## src/rtl/pci_bus_arbiter_if.sv

```systemverilog
// REQ#/GNT# and bus-status bundle between the PCI masters and the central arbiter.
// Handshake: a master holds req_n low until it is done; it may drive FRAME# only
// while its gnt_n bit is low. gnt_n is registered and never has two bits low.
interface pci_bus_arbiter_if #(
  parameter int N_MASTERS = 4
) ();
  localparam int OW = (N_MASTERS > 1) ? $clog2(N_MASTERS) : 1;

  logic [N_MASTERS-1:0] req_n;
  logic                 frame_n;
  logic                 irdy_n;
  logic [N_MASTERS-1:0] gnt_n;
  logic [OW-1:0]        owner;
  logic                 owner_valid;
  logic                 bus_idle;
  logic                 timeout;
  logic [1:0]           state_dbg;

  modport master (
    output req_n, frame_n, irdy_n,
    input  gnt_n, owner, owner_valid, bus_idle, timeout, state_dbg
  );

  modport slave (
    input  req_n, frame_n, irdy_n,
    output gnt_n, owner, owner_valid, bus_idle, timeout, state_dbg
  );
endinterface

```

## src/rtl/pci_bus_arbiter.sv

```systemverilog
// Central PCI arbiter: round-robin grant, bus parking, hidden arbitration and
// revocation of grants left unused. Requests are registered before arbitration.
module pci_bus_arbiter #(
  parameter int N_MASTERS    = 4,
  parameter int IDLE_TIMEOUT = 16,
  parameter int PARK_MASTER  = 0
) (
  input  logic              clk,
  input  logic              reset,
  pci_bus_arbiter_if.slave  bus
);
  localparam int OW = (N_MASTERS > 1) ? $clog2(N_MASTERS) : 1;

  localparam logic [1:0] ST_PARK   = 2'd0;
  localparam logic [1:0] ST_GRANT  = 2'd1;
  localparam logic [1:0] ST_BUSY   = 2'd2;
  localparam logic [1:0] ST_SWITCH = 2'd3;

  localparam logic [OW-1:0] PARK_IDX  = OW'(PARK_MASTER);
  localparam logic [OW-1:0] LAST_IDX  = OW'(N_MASTERS - 1);
  localparam logic [7:0]    IDLE_LAST = 8'(IDLE_TIMEOUT - 1);

  logic [1:0]           state, state_nxt;
  logic [OW-1:0]        owner, owner_nxt;
  logic [OW-1:0]        target, target_nxt;
  logic [OW-1:0]        rr_ptr, rr_nxt;
  logic [7:0]           idle_cnt;
  logic [N_MASTERS-1:0] req_q;
  logic [N_MASTERS-1:0] gnt_q, gnt_nxt;
  logic                 owner_valid_q;
  logic                 bus_idle_q;
  logic                 timeout_q, timeout_nxt;

  // Returns {found, index} of the first active bit scanning start, start+1, ... mod N.
  function automatic logic [OW:0] pick(input logic [N_MASTERS-1:0] act,
                                       input logic [OW-1:0] start);
    logic          found;
    logic [OW-1:0] sel;
    logic [OW-1:0] idx;
    int            i;
    found = 1'b0;
    sel   = '0;
    for (int k = 0; k < N_MASTERS; k++) begin
      i   = (int'(start) + k) % N_MASTERS;
      idx = OW'(i);
      if (!found && act[idx]) begin
        found = 1'b1;
        sel   = idx;
      end
    end
    return {found, sel};
  endfunction

  logic [N_MASTERS-1:0] req_act;
  logic [N_MASTERS-1:0] own_mask;
  logic [OW-1:0]        owner_inc;
  logic [OW:0]          win, win_other, win_after;

  always_comb begin
    req_act         = ~req_q;
    own_mask        = '0;
    own_mask[owner] = 1'b1;
    owner_inc       = (owner == LAST_IDX) ? '0 : owner + 1'b1;
    win             = pick(req_act, rr_ptr);
    win_other       = pick(req_act & ~own_mask, rr_ptr);
    win_after       = pick(req_act & ~own_mask, owner_inc);
  end

  always_comb begin
    state_nxt   = state;
    owner_nxt   = owner;
    target_nxt  = target;
    rr_nxt      = rr_ptr;
    timeout_nxt = 1'b0;
    case (state)
      ST_PARK: begin
        if (win[OW]) begin
          if (win[OW-1:0] == owner) begin
            state_nxt = ST_GRANT;
          end else begin
            target_nxt = win[OW-1:0];
            state_nxt  = ST_SWITCH;
          end
        end else if (owner != PARK_IDX) begin
          // Parked on a master that dropped its request during turnaround.
          target_nxt = PARK_IDX;
          state_nxt  = ST_SWITCH;
        end
      end
      ST_GRANT: begin
        if (!bus.frame_n) begin
          state_nxt = ST_BUSY;
          rr_nxt    = owner_inc;
        end else if (req_q[owner]) begin
          target_nxt = win[OW] ? win[OW-1:0] : PARK_IDX;
          state_nxt  = ST_SWITCH;
        end else if (bus_idle_q && idle_cnt == IDLE_LAST) begin
          timeout_nxt = 1'b1;
          rr_nxt      = owner_inc;
          target_nxt  = win_after[OW] ? win_after[OW-1:0] : PARK_IDX;
          state_nxt   = ST_SWITCH;
        end
      end
      ST_BUSY: begin
        if (win_other[OW]) begin
          target_nxt = win_other[OW-1:0];
          state_nxt  = ST_SWITCH;
        end else if (bus.frame_n && bus.irdy_n) begin
          if (!req_q[owner]) begin
            state_nxt = ST_GRANT;
          end else begin
            target_nxt = PARK_IDX;
            state_nxt  = (owner == PARK_IDX) ? ST_PARK : ST_SWITCH;
          end
        end
      end
      default: begin
        owner_nxt = target;
        state_nxt = req_q[target] ? ST_PARK : ST_GRANT;
      end
    endcase
  end

  always_comb begin
    gnt_nxt = '1;
    if (state_nxt != ST_SWITCH) gnt_nxt[owner_nxt] = 1'b0;
  end

  always_ff @(posedge clk) begin
    if (reset) begin
      state         <= ST_SWITCH;
      owner         <= PARK_IDX;
      target        <= PARK_IDX;
      rr_ptr        <= '0;
      idle_cnt      <= '0;
      req_q         <= '1;
      gnt_q         <= '1;
      owner_valid_q <= 1'b0;
      bus_idle_q    <= 1'b1;
      timeout_q     <= 1'b0;
    end else begin
      state         <= state_nxt;
      owner         <= owner_nxt;
      target        <= target_nxt;
      rr_ptr        <= rr_nxt;
      req_q         <= bus.req_n;
      gnt_q         <= gnt_nxt;
      owner_valid_q <= (state_nxt == ST_GRANT) || (state_nxt == ST_BUSY);
      bus_idle_q    <= bus.frame_n & bus.irdy_n;
      timeout_q     <= timeout_nxt;
      // Counter only lives while the grant stays unused; any exit or re-entry clears it.
      if (state == ST_GRANT && state_nxt == ST_GRANT) begin
        if (bus_idle_q && bus.frame_n) idle_cnt <= idle_cnt + 8'd1;
      end else begin
        idle_cnt <= '0;
      end
    end
  end

  assign bus.gnt_n       = gnt_q;
  assign bus.owner       = owner;
  assign bus.owner_valid = owner_valid_q;
  assign bus.bus_idle    = bus_idle_q;
  assign bus.timeout     = timeout_q;
  assign bus.state_dbg   = state;
endmodule
```

## src/flat_wrapper.sv

```systemverilog
// flat-port wrapper written by rule: the top's interface ports become plain ports
module pci_bus_arbiter_flat 
#(
  parameter int N_MASTERS    = 4,
  parameter int IDLE_TIMEOUT = 16,
  parameter int PARK_MASTER  = 0
)
  (clk, reset, bus_req_n, bus_frame_n, bus_irdy_n, bus_gnt_n, bus_owner, bus_owner_valid, bus_bus_idle, bus_timeout, bus_state_dbg);
  pci_bus_arbiter_if #(.N_MASTERS(N_MASTERS)) bus_i ();
  input  logic clk;
  input  logic reset;
  input wire logic [$bits(bus_i.req_n)-1:0] bus_req_n;
  input wire logic [$bits(bus_i.frame_n)-1:0] bus_frame_n;
  input wire logic [$bits(bus_i.irdy_n)-1:0] bus_irdy_n;
  output wire logic [$bits(bus_i.gnt_n)-1:0] bus_gnt_n;
  output wire logic [$bits(bus_i.owner)-1:0] bus_owner;
  output wire logic [$bits(bus_i.owner_valid)-1:0] bus_owner_valid;
  output wire logic [$bits(bus_i.bus_idle)-1:0] bus_bus_idle;
  output wire logic [$bits(bus_i.timeout)-1:0] bus_timeout;
  output wire logic [$bits(bus_i.state_dbg)-1:0] bus_state_dbg;
  assign bus_i.req_n = bus_req_n;
  assign bus_i.frame_n = bus_frame_n;
  assign bus_i.irdy_n = bus_irdy_n;
  assign bus_gnt_n = bus_i.gnt_n;
  assign bus_owner = bus_i.owner;
  assign bus_owner_valid = bus_i.owner_valid;
  assign bus_bus_idle = bus_i.bus_idle;
  assign bus_timeout = bus_i.timeout;
  assign bus_state_dbg = bus_i.state_dbg;
  pci_bus_arbiter #(.N_MASTERS(N_MASTERS), .IDLE_TIMEOUT(IDLE_TIMEOUT), .PARK_MASTER(PARK_MASTER)) u_core (.clk(clk), .reset(reset), .bus(bus_i));
endmodule
```

## config.mk

```make
export PLATFORM = sky130hd
export DESIGN_NAME = pci_bus_arbiter_flat
export DESIGN_NICKNAME = d
export VERILOG_FILES = /design/src/rtl/pci_bus_arbiter_if.sv /design/src/rtl/pci_bus_arbiter.sv /design/src/flat_wrapper.sv
export SDC_FILE = /design/constraint.sdc
export NUM_CORES = 1
export LEC_CHECK = 0
export CAP_MARGIN = 20
export CORE_ASPECT_RATIO = 1.2
export CORE_MARGIN = 2
export CORE_UTILIZATION = 63
export DETAILED_ROUTE_END_ITERATION = 6
export DONT_BUFFER_PORTS = 1
export PLACE_DENSITY = 0.82
export SYNTH_ARGS = -nofsm -noshare
export SYNTH_HDL_FRONTEND = slang
export SYNTH_SLANG_ARGS = --single-unit
```

## constraint.sdc

```tcl
create_clock -name clk -period 2.85 [get_ports clk]
set_clock_uncertainty 0.2 [all_clocks]
set_input_delay 0 -clock clk [delete_from_list [all_inputs] [get_ports clk]]
set_output_delay 0 -clock clk [all_outputs]
set_load 0.005 [all_outputs]
```

==> run_results.csv <==
group,metric,value,unit
floorplan,num_io_pins,19,
finish,final_common_cell,"dfxtp_1",
logic_synthesis,synth_edf_count,0,
timing,tightestPinTransition,0.635,ns
timing,finalSetupViolations,0,
detailed_routing,first_pass_iters,6,
timing,slew_violations,0,
clocking,cts-root-buf,"clkbuf_4",
timing,relSlewSlack,57.6,%
min_path,holdCritPathClass,"primary input to flip-flop",
timing,finalCritPeriodShare,92.9,%
clocking,clkLatencyLatePin,0.33,ns
clocking,cts_buffers,3,
logic_synthesis,synth_top_family_by_area,"simple AND/OR/NAND/NOR gates",
placed_design,gp_congestion,0.938,
clocking,clkTransAtPathRegs,0.14,ns
global_routing,grt_overflow,0,
logic_synthesis,synth_fa_ha_area_share,7.90,%
setup_path,cp.arrival,2.72,ns
global_routing,grt_max_degree,17,
floorplan,dieWidth,52.0,um
logic_synthesis,syn_nets,229,
finish,area_growth,8.19,%
logic_synthesis,synthSimpleGateAreaFrac,26.4,%
setup_path,cp_slowest_cell,"dfxtp_1",
global_routing,grt_pass1_vias,1500,
logic_synthesis,ys_types,54,
flow_run,max_cap_violations,0,
logic_synthesis,synth_cells,210,
logic_synthesis,synth-compound-area-share,17.4,%
setup_path,path_class,"flip-flop to flip-flop",
setup_path,worst_path_most_repeated_cell,"ha_1",
run_status,status,"finished clean",
detailed_routing,wire_per_inst,16.3,um
finish,final_nets,236,
logic_synthesis,syn_area,0.00174,mm2
timing,grt_setup_unrepaired,"false",
timing,min_period,2.65,ns
logic_synthesis,ys_seq_area_share,31.0,%
placed_design,dp_hpwl,2.94,mm
logic_synthesis,yosysWarnings,0,
logic_synthesis,ys.flop_type,"dfxtp_1",
timing,finalSetupTns,0,ns
power,powerDensity,587,mW/mm2
power,ir_worst_vdd,0.401,mV
finish,final_cell_mix,"dfxtp_1 (27), nor2_1 (23), nand2_1 (17)",
detailed_routing,initialDrtViolationCount,54,
global_routing,grt_pass1_wl,6.80,mm
placed_design,portBuffers,0,
global_routing,antenna_found_initial,0,
timing,hold_viol,0,
detailed_routing,drt_wl_total,4.05,mm
finish,drive_gt1_share,13.4,%
floorplan,die-area,0.00320,mm2
detailed_routing,ant_nets,0,
logic_synthesis,synth_mux_area_share,6.97,%
floorplan,die_height,61.6,um
setup_path,worstSetupEndpointType,"flip-flop",
setup_path,crit_path_start_kind,"flip-flop",
floorplan,initial_core_util,67.6,%
floorplan,core_area,0.00258,mm2
finish,diodes,0,
detailed_routing,viasPerCell,6.43,
detailed_routing,vias,1600,
clocking,ctsHtreeMaxLevel,1,
logic_synthesis,ys_seq_elements,27,
logic_synthesis,synthXorXnorAreaFrac,4.53,%
floorplan,num_rows,20,
detailed_routing,drc_errors,0,
logic_synthesis,syn_avg_cell_area,8.29,um2
global_routing,grt_util_all_layers,28.7,%
clocking,clock-sinks,27,
timing,fmax,378,MHz
setup_path,cpPeakStageDelay,0.36,ns
setup_path,cp_max_fo,8,
finish,finalCoreUtilization,73.1,%
clocking,clockBufferDepth,2,
clocking,cts_tree,"yes",
setup_path,crit_chain,"buf_4, ha_1, o22ai_1, nor3b_4, o311ai_0, a22oi_1, or2_1, o31a_1, ha_1, nand3_2, a21oi_1",
setup_path,required,2.93,ns
logic_synthesis,synthArstFlopShare,0,%
power,leakage,0.704,nW
where the power goes:
group / switching [mW] / total, mW / internal, mW
combinational: 0.260 / 0.464 / 0.205
sequential: 0.0534 / 0.474 / 0.421
clock: 0.114 / 0.167 / 0.0528
cells by family after synthesis:
group	count (synthesis)
xor+xnor	9
flops	27
mux	9
simple gates	87
buf+inv	23
compound gates	44
fa+ha+maj	11
registers in the layout (all words and copies together) (netlist names):
name                    cells
u_core.idle_cnt             8
u_core.bus.gnt_n            4
u_core.req_q                4
u_core.bus.owner            2
u_core.bus.state_dbg        2
u_core.rr_ptr               2
u_core.target               2
u_core.bus.bus_idle         1
u_core.bus.owner_valid      1
u_core.bus.timeout          1
path summary, 6_finish.rpt:
path | start | end | slack, ns | depth (start not counted)
setup / recovery | u_core.bus.owner[1] | u_core.idle_cnt[1] | 0.20 | 11
setup reg to reg | u_core.bus.owner[1] | u_core.idle_cnt[1] | 0.20 | 11
hold reg to reg | u_core.target[1] | u_core.target[1] | 0.30 | 2
hold / removal | bus_req_n[0] | u_core.req_q[0] | 0.1 | 2
cell type report:
type / instances / area, um2
Clock buffer: 3 / 22.5
Clock inverter: 1 / 5.00
Fill cell: 187 / 693
Inverter: 12 / 45.0
Multi-Input combinational cell: 160 / 1110
Sequential cell: 27 / 541
Tap cell: 33 / 41.3
Timing Repair Buffer: 13 / 118
cells in the mapped netlist (all sizes together) (2+ instances only):
master   n  area share (%)
o21ai    9             2.6
xnor2    6             3.0
xor2     3             1.5
o31ai    2            0.86
nand2   17             3.7
nand4    4             1.4
dfxtp   27              31
inv     12             2.6
buf      6             2.1
a31o     2             1.0
mux2     2             1.3
nor3     3            0.86
o31a     2             1.0
ha      11             7.9
and3     2            0.72
nor2    23             5.0
or2      8             2.9
nand3   16             4.6
clkbuf   5             1.1
o22ai    2            0.72
nor3b    2             1.8
nand2b   5             2.2
mux4     2             2.6
o311ai   2             1.0
mux2i    5             3.1
o211ai   3             1.3
a21oi    9             2.6
metal layers:
| layer | up-vias | part of all wire, % | track usage (%) |
|---|---|---|---|
| met2 | 77 | 51 | 53.2 |
| li1 | 765 | - | - |
| met3 | 15 | 5.9 | 4.85 |
| met1 | 743 | 40 | 31.8 |
| met4 | 0 | 2.8 | 13.9 |
| met5 | - | 0 | 0 |
stage by stage:
stage                     hold slack, ns  power [mW]  worst slack, ns  std cells  area, um2
after floorplan                   -0.124       0.818            0.199        210       1740
after global placement            -0.129       0.892            0.169        236       1760
after detailed placement          -0.128       0.905           0.0913        236       1760
after CTS                         0.0877        1.08           0.0529        248       1860
after global routing               0.102        1.18          0.00712        249       1880
final                             0.0978        1.11            0.202        249       1880
worst max-delay path, delay by kind of cell (launching register included):
kind                       cells  cell delay, ns
AOI/OAI and AO/OA              5            0.89
adders and majority gates      2            0.36
buffers and inverters          1            0.17
DFF                            1            0.36
and+or+nand+nor                3            0.61
what timing repair did:
item	4_1_cts	5_1_grt
buffers inserted	0	1
hold buffers	8	0
gates resized for setup	0	5
endpoints found under the setup margin	0	11
endpoints found under the hold margin	27	0
(Power assumes the default switching activity.)
